`src/rtl/adam_fabric_pause_seq.sv`:
```
// adam_fabric_pause_seq: expands one pause request into ordered per-domain req/ack handshakes.
// Optional per-step watchdog enabled by defining ADAM_FABRIC_PAUSE_SEQ_TIMEOUT_EN.
module adam_fabric_pause_seq #(
   parameter int NO_DOMS = 4,
   parameter int TIMEOUT_CYCLES = 1024,
   localparam int IW = (NO_DOMS > 1) ? $clog2(NO_DOMS) : 1
) (
   input  logic               clk_i,
   input  logic               rst_ni,
   input  logic               pause_req_i,
   output logic               pause_ack_o,
   output logic [NO_DOMS-1:0] dom_req_o,
   input  logic [NO_DOMS-1:0] dom_ack_i,
   output logic               busy_o,
   output logic [IW-1:0]      cur_idx_o,
   output logic               timeout_o
);
   typedef enum logic [1:0] {IDLE, PAUSING, PAUSED, RESUMING} state_e;
   localparam logic [IW-1:0] LAST = IW'(NO_DOMS - 1);
   state_e state_q, state_d;
   logic [IW-1:0] idx_q, idx_d;
   logic [NO_DOMS-1:0] req_q, req_d, idx_bit;
   logic ack, expire;
   assign idx_bit = NO_DOMS'(1) << idx_q;
   assign ack = |(dom_ack_i & idx_bit);
   always_comb begin
      state_d = state_q;
      idx_d = idx_q;
      req_d = req_q;
      unique case (state_q)
         IDLE: if (pause_req_i) begin
            state_d = PAUSING;
            idx_d = '0;
            req_d = NO_DOMS'(1);
         end
         PAUSING: if (ack || expire) begin
            if (!pause_req_i) begin
               state_d = RESUMING;
               req_d = req_q & ~idx_bit;
            end else if (idx_q == LAST) state_d = PAUSED;
            else begin
               idx_d = idx_q + IW'(1);
               req_d = req_q | (idx_bit << 1);
            end
         end
         PAUSED: if (!pause_req_i) begin
            state_d = RESUMING;
            req_d = req_q & ~idx_bit;
         end
         RESUMING: if (!ack || expire) begin
            if (idx_q == '0) state_d = IDLE;
            else begin
               idx_d = idx_q - IW'(1);
               req_d = req_q & ~(idx_bit >> 1);
            end
         end
         default: state_d = IDLE;
      endcase
   end
   always_ff @(posedge clk_i or negedge rst_ni) begin
      if (!rst_ni) begin
         state_q <= IDLE;
         idx_q <= '0;
         req_q <= '0;
      end else begin
         state_q <= state_d;
         idx_q <= idx_d;
         req_q <= req_d;
      end
   end
   assign pause_ack_o = state_q == PAUSED;
   assign busy_o = state_q == PAUSING || state_q == RESUMING;
   assign cur_idx_o = idx_q;
   assign dom_req_o = req_q;
`ifdef ADAM_FABRIC_PAUSE_SEQ_TIMEOUT_EN
   localparam int CW = $clog2(TIMEOUT_CYCLES + 1);
   logic [CW-1:0] cnt_q, cnt_d;
   logic to_q, to_d;
   // the expiring cycle is the one whose increment would reach TIMEOUT_CYCLES
   assign expire = busy_o && cnt_q == CW'(TIMEOUT_CYCLES - 1);
   always_comb begin
      cnt_d = (state_d != state_q || idx_d != idx_q || !busy_o) ? '0 : cnt_q + CW'(1);
      to_d = (state_q == IDLE && state_d == PAUSING) ? 1'b0
           : to_q | (expire && (state_q == PAUSING ? !ack : ack));
   end
   always_ff @(posedge clk_i or negedge rst_ni) begin
      if (!rst_ni) begin
         cnt_q <= '0;
         to_q <= 1'b0;
      end else begin
         cnt_q <= cnt_d;
         to_q <= to_d;
      end
   end
   assign timeout_o = to_q;
`else
   localparam int unused_timeout_cycles = TIMEOUT_CYCLES;
   assign expire = 1'b0;
   assign timeout_o = 1'b0;
`endif
endmodule

```
`config.mk`:
```
export PLATFORM = sky130hd
export DESIGN_NAME = adam_fabric_pause_seq
export DESIGN_NICKNAME = d
export VERILOG_FILES = /design/src/rtl/adam_fabric_pause_seq.sv
export SDC_FILE = /design/constraint.sdc
export NUM_CORES = 1
export LEC_CHECK = 0
export ABC_AREA = 1
export ABC_CLOCK_PERIOD_IN_PS = 2500
export BUFFER_PORTS_ARGS = -buffer_cell sky130_fd_sc_hd__buf_2
export CAP_MARGIN = 10
export CORE_MARGIN = 4
export CORE_UTILIZATION = 40
export DETAILED_ROUTE_END_ITERATION = 12
export GPL_TIMING_DRIVEN = 0
export MAX_ROUTING_LAYER = met4
export PLACE_DENSITY = 0.6
export SYNTH_ARGS = -nofsm -noshare
export SYNTH_HDL_FRONTEND = slang
export SYNTH_SLANG_ARGS = --single-unit
```
`constraint.sdc`:
```
create_clock -name clk_i -period 2.5 [get_ports clk_i]
set_input_delay 0.125 -clock clk_i [delete_from_list [all_inputs] [get_ports clk_i]]
set_output_delay 0.125 -clock clk_i [all_outputs]
set_load 0.01 [all_outputs]
```
==> parameters.txt, run 1 <==
Parameter                              Value

Floorplanning
  Horizontal die dimension ... 52.4 um
  # IOs ... 16
  Number of placement rows ... 15
  Die area ... 2750 sq um
  Die height ... 52.4 um
  Placeable core region ... 1800 sq um
  Starting Density ... 0.438

Layout
  Count of nets after finishing ... 155
  Fillers ... 204
  Non-filler cells, final ... 165
  ANT cells ... 0
  P&R area growth vs syn ... 17.0%
  Finished layout cell area ... 923 sq um
  Layout cell share with drive strength beyond 1 ... 0.214

Synthesis
  Mux contribution to synthesized area ... 0
  Number of synthesized register bits ... 8
  Yosys warning total ... 0
  Synthesized-area fraction occupied by ao, oa, aoi and oai cells ... 0.0745
  Number of nets in the synthesized netlist ... 135
  Synthesized instance count ... 122
  Netlist Area Pre-Place ... 790 sq um
  Post-Synthesis Mean Instance Area ... 6.47 sq um
  Simple-gate share of the synthesized area ... 0.468
  Fraction of the yosys area taken by sequential cells ... 0.254
  Combinational family with the most area after synthesis ... simple AND/OR/NAND/NOR gates
  Area share of xor/xnor cells in the synthesized design ... 0
  Number of unique standard cell types used by synthesis ... 23
  Post-synthesis share of cell area spent on full adders, half adders and majority gates ... 0.0951

Power
  PnR Total Power ... 1.13 mW
  Power per cell area ... 1220 nW/um^2
  Largest voltage drop on the vdd net ... 0.551 mV
  Leakage Power ... 0.540 nW

Critical path
  Max Fanout on Critical Path ... 7
  Signal arrival time at the worst endpoint ... 1.99 ns
  Worst-path cell with the longest stage delay ... dfrtp_1
  Worst EP required ... 2.65 ns
  Chain of cells forming the critical path ... inv_1 > ha_1 > nand2_1 > nor2_1 > nor2_1 > nand3_1 > nand2_1 > nand2_1
  Largest stage delay on the critical path ... 0.46 ns
  Most frequent cell on the critical path ... nand2_1
  Nature of the critical path startpoint ... flop
  CP endpoint kind ... flop
  Type of the worst setup path ... flop to flop

GRT
  Wire length of the first global-routing pass ... 3200 um
  Global Route Usage Sum ... 0.164
  Via count of the first global-routing pass ... 755
  Largest net degree at the start of global routing ... 11
  Initial antenna violation count ... 0
  GR Overflow Total ... 0

Clock network
  CTS clk-pin slew, worst paths ... 0.06 ns
  H-Tree Depth ... 1
  TritonCTS clock tree ... yes
  Post-CTS Resized ... 0
  Maximum buffer depth of the clock tree ... 2
  Count of clock tree sinks ... 8
  Insertion delay of the later-clocked pin in the worst-skew pair ... 0.26 ns
  Root Driver ... clkbuf_4
  Number of buffers inserted to repair setup after CTS ... 0
  Inserted Clock Buffers ... 3

Route
  Antenna-violating nets left ... 0
  Initial DRC count ... 11
  Total routed wirelength ... 1880 um
  Detailed-route wire length per cell ... 11.4 um
  Final routed DRC violation total ... 0
  Number of detailed-routing iterations run before antenna repair ... 4
  Via density per instance ... 4.73
  Number of vias in the routed layout ... 781

Timing
  Number of slew-limit violations in the final report ... 0
  Final period utilization ... 0.739
  Final critical-path required period ... 1.85 ns
  Max Clock Skew ... 0.00460 ns
  Setup repair after global routing missed its margin ... no
  Setup TNS ... 0 ns
  Highest Clock Rate ... 541 MHz
  Worst setup slack after layout ... 0.653 ns
  Number of failing setup endpoints in the final timing report ... 0
  Total count of hold-check failures in the final report ... 0

Place
  Placed insts ... 161
  Routability cong. ... 0.815
  Worst-case setup slack after placement ... 0.698 ns
  IO buf count ... 14
  Dpl hpwl ... 1460 um
  Total placed instance area ... 891 sq um

Worst hold path
  Worst min-delay path class ... primary input to async pin

Run
  Count of maximum capacitance violations ... 0

Status
  Run status ... complete, no violations
## layout make-up
class	count	area [sq um]	area share
inverters	10	37.5	0.0407
repair buffers	15	80.1	0.0867
well taps	25	31.3	0.0339
multi-input cells	99	507	0.549
flip-flops and latches	8	200	0.217
clock buffers	3	22.5	0.0244
plain buffers	5	45.0	0.0488
## power by group
group | total (mW) | switching, mW | leakage (nW) | internal, mW
combinational | 0.797 | 0.493 | 0.421 | 0.304
sequential | 0.229 | 0.0496 | 0.105 | 0.180
clock | 0.103 | 0.0479 | 0.0138 | 0.0552
## routing by layer
metal,wire length (um),vias up,GRT usage,share of wire
li1,-,425,-,-
met1,903,339,0.194,0.48
met2,866,12,0.264,0.46
met3,86,5,0.0513,0.046
met4,26,0,0.0511,0.014
met5,0,-,-,0
## synthesized netlist by cell type, drive strengths merged
library cell  count  area (sq um)
a21oi             2          10.0
nor2             17          66.3
conb              1          3.75
nand4             7          43.8
nand3             9          60.1
ha                6          75.1
dfrtp             8           200
nor3              1          5.00
nand2            46           180
nand3b            1          7.51
o21bai            1          7.51
o211ai            1          7.51
buf               4          41.3
inv              10          37.5
clkbuf            1          3.75
o21ai             6          33.8
or2               1          6.26
## through the flow
stage	util	hold WS [ns]
floorplan	-	-0.171
global placement	0.494	-0.0104
detailed placement	0.494	-0.00907
CTS	0.513	0.239
global route	0.513	0.257
finish	0.513	0.240
## final timing paths
check	endpoint	cells past startpoint	slack, ns	start
setup / recovery	dom_req_o[2]	8	0.65	state_q[1]
hold / removal	cur_idx_o[1]	2	0.24	rst_ni
setup reg to reg	dom_req_o[2]	8	0.65	state_q[1]
hold reg to reg	dom_req_o[1]	2	0.50	dom_req_o[1]
max in group asynchronous	dom_req_o[1]	2	2.08	rst_ni
min in group clk_i	state_q[0]	6	0.34	pause_req_i
## cells in the final DEF, fill, tap and decap left out, types with 2 or more instances in the layout
cell,Yosys,routed
ha_1,6,6
nor2_1,16,16
nand2_2,3,3
inv_1,10,10
nand3_1,6,6
nand4_1,7,7
a21oi_1,2,2
dfrtp_1,8,8
o21ai_0,4,4
buf_2,0,14
clkbuf_4,0,3
nand2_1,43,43
nand3_2,3,3
buf_6,3,3
## sequential cells by signal (all words and copies together) (netlist names)
register   flops
cur_idx_o      2
state_q        2
dom_req_o      4
## critical path, delay by kind of cell (launching register included)
family | cells | cell delay [ns]
buffers and inverters | 1 | 0.11
adders and majority gates | 1 | 0.28
DFF | 1 | 0.46
and+or+nand+nor | 6 | 0.87
## logic make-up (layout without fill, tap and decap cells)
group | Yosys count | in the layout
compound gates | 10 | 10
other cells | 1 | 1
fa+ha+maj | 6 | 6
flops | 8 | 8
buf+inv | 15 | 33
simple gates | 82 | 82
## timing repair
action                                 CTS  global route
setup endpoints to repair                0             0
hold buffers                             1             0
endpoints found under the hold margin    8             0
Note: power is estimated with default switching activity, not from simulation.
==> inputs of run 2 (changes only) <==
--- a/config.mk
+++ b/config.mk
@@ -6,7 +6,7 @@
 export NUM_CORES = 1
 export LEC_CHECK = 0
 export ABC_AREA = 1
-export ABC_CLOCK_PERIOD_IN_PS = 2500
+export ABC_CLOCK_PERIOD_IN_PS = 1900
 export BUFFER_PORTS_ARGS = -buffer_cell sky130_fd_sc_hd__buf_2
 export CAP_MARGIN = 10
 export CORE_MARGIN = 4
==> constraint.sdc (replaced) <==
create_clock -name clk_i -period 1.9 [get_ports clk_i]
set_input_delay 0.095 -clock clk_i [delete_from_list [all_inputs] [get_ports clk_i]]
set_output_delay 0.095 -clock clk_i [all_outputs]
set_load 0.01 [all_outputs]
==> parameters.txt, run 2 (synthesized netlist as in run 1, its figures left out) <==
Parameter                              Value

Place
  Routability cong. ... 0.815
  Placed insts ... 161
  Dpl hpwl ... 1460 um
  Worst-case setup slack after placement ... 0.0979 ns
  IO buf count ... 14

Clock network
  Number of buffers inserted to repair setup after CTS ... 0
  Count of clock tree sinks ... 8
  H-Tree Depth ... 1
  Root Driver ... clkbuf_4
  Inserted Clock Buffers ... 3
  Maximum buffer depth of the clock tree ... 2
  TritonCTS clock tree ... yes
  CTS clk-pin slew, worst paths ... 0.06 ns
  Insertion delay of the later-clocked pin in the worst-skew pair ... 0.26 ns

Route
  Antenna-violating nets left ... 0
  Total routed wirelength ... 1890 um
  Number of vias in the routed layout ... 788
  Detailed-route wire length per cell ... 11.5 um
  Final routed DRC violation total ... 0
  Initial DRC count ... 8
  Number of detailed-routing iterations run before antenna repair ... 5
  Via density per instance ... 4.78

Floorplanning
  Starting Density ... 0.438
  # IOs ... 16
  Number of placement rows ... 15
  Horizontal die dimension ... 52.4 um
  Die height ... 52.4 um
  Die area ... 2750 sq um
  Placeable core region ... 1800 sq um

GRT
  Via count of the first global-routing pass ... 755
  Largest net degree at the start of global routing ... 11
  Wire length of the first global-routing pass ... 3200 um
  Global Route Usage Sum ... 0.164
  GR Overflow Total ... 0
  Initial antenna violation count ... 0

Critical path
  Signal arrival time at the worst endpoint ... 1.87 ns
  Max Fanout on Critical Path ... 9
  Worst EP required ... 2.05 ns
  Worst-path cell with the longest stage delay ... dfrtp_1
  Largest stage delay on the critical path ... 0.46 ns
  Family with the most delay on the worst path ... simple AND/OR/NAND/NOR gates
  Chain of cells forming the critical path ... ha_1 > clkbuf_1 > nand2_1 > nand3_1 > nor2_2 > nand3_1 > nand2_1 > nand2_1
  Buffers and inverters on the worst path ... 1
  CP endpoint kind ... flop
  Nature of the critical path startpoint ... flop
  Most frequent cell on the critical path ... nand2_1
  Type of the worst setup path ... flop to flop

Status
  Run status ... complete, no violations

Timing
  Total count of hold-check failures in the final report ... 0
  Max Clock Skew ... 0.00466 ns
  Number of slew-limit violations in the final report ... 0
  Worst setup slack after layout ... 0.177 ns
  Setup TNS ... 0 ns
  Setup repair after global routing missed its margin ... no
  Final critical-path required period ... 1.72 ns
  Number of failing setup endpoints in the final timing report ... 0
  Final period utilization ... 0.907
  Highest Clock Rate ... 580 MHz

Layout
  P&R area growth vs syn ... 17.6%
  Leading cell type in the layout, fill and taps excluded ... nand2_1
  Count of nets after finishing ... 155
  Commonest cells after routing, fill and taps aside ... 42 x nand2_1, 15 x nor2_1, 14 x buf_2
  ANT cells ... 0
  Final core utilization ... 0.515
  Non-filler cells, final ... 165
  Largest register FFs ... 4
  Fillers ... 207
  Layout cell share with drive strength beyond 1 ... 0.229

Power
  Power per cell area ... 1610 nW/um^2
  Largest voltage drop on the vdd net ... 0.731 mV
  Leakage Power ... 0.541 nW
  PnR Total Power ... 1.49 mW

Worst hold path
  Worst min-delay path class ... primary input to async pin

Run
  Count of maximum capacitance violations ... 0
run 2: metrics by stage:
step / hold slack (ns) / cell area [sq um]
6_report: 0.210 / 928
5_1_grt: 0.227 / 928
4_1_cts: 0.209 / 923
3_5_place_dp: -0.0391 / 891
3_3_place_gp: -0.0404 / 891
2_1_floorplan: -0.201 / 790
run 2: path summary, 6_finish.rpt:
check,endpoint,cells after the start,from,slack [ns]
min in group clk_i,state_q[0],6,pause_req_i,0.32
setup reg to reg,dom_req_o[2],8,state_q[1],0.18
setup / recovery,dom_req_o[2],8,state_q[1],0.18
hold reg to reg,dom_req_o[1],2,dom_req_o[1],0.50
hold / removal,cur_idx_o[1],2,rst_ni,0.21
max in group asynchronous,dom_req_o[1],2,rst_ni,1.51
run 2: what timing repair did:
item                       in CTS  in global routing
setup endpoints to repair       0                  4
hold endpoints to repair        8                  0
gates resized for setup         0                  2
hold buffers                    1                  0
run 2: report_power, final:
part           internal [mW]  switching (mW)
Sequential             0.236          0.0653
Combinational          0.404           0.652
Clock                 0.0726          0.0632
Total                  0.713           0.781
run 2: area by class of cell:
cell class	count	area, sq um	area share
plain buffers	5	45.0	0.0485
well taps	25	31.3	0.0337
inverters	10	37.5	0.0404
multi-input cells	99	512	0.551
flip-flops and latches	8	200	0.216
clock buffers	3	22.5	0.0243
repair buffers	15	80.1	0.0863
run 2: routing by layer:
metal / up-vias / global-route usage / wire length (um)
met5: - / - / 0
met4: 0 / 0.0511 / 27
met3: 5 / 0.0513 / 91
met2: 14 / 0.264 / 867
met1: 343 / 0.194 / 906
li1: 426 / - / -
run 2: worst reg2reg max path, stage by stage (launching register included):
cell and delay, ns:
dfrtp_1 0.46, ha_1 0.21, clkbuf_1 0.21, nand2_1 0.15, nand3_1 0.12, nor2_2 0.18
nand3_1 0.14, nand2_1 0.08, nand2_1 0.05
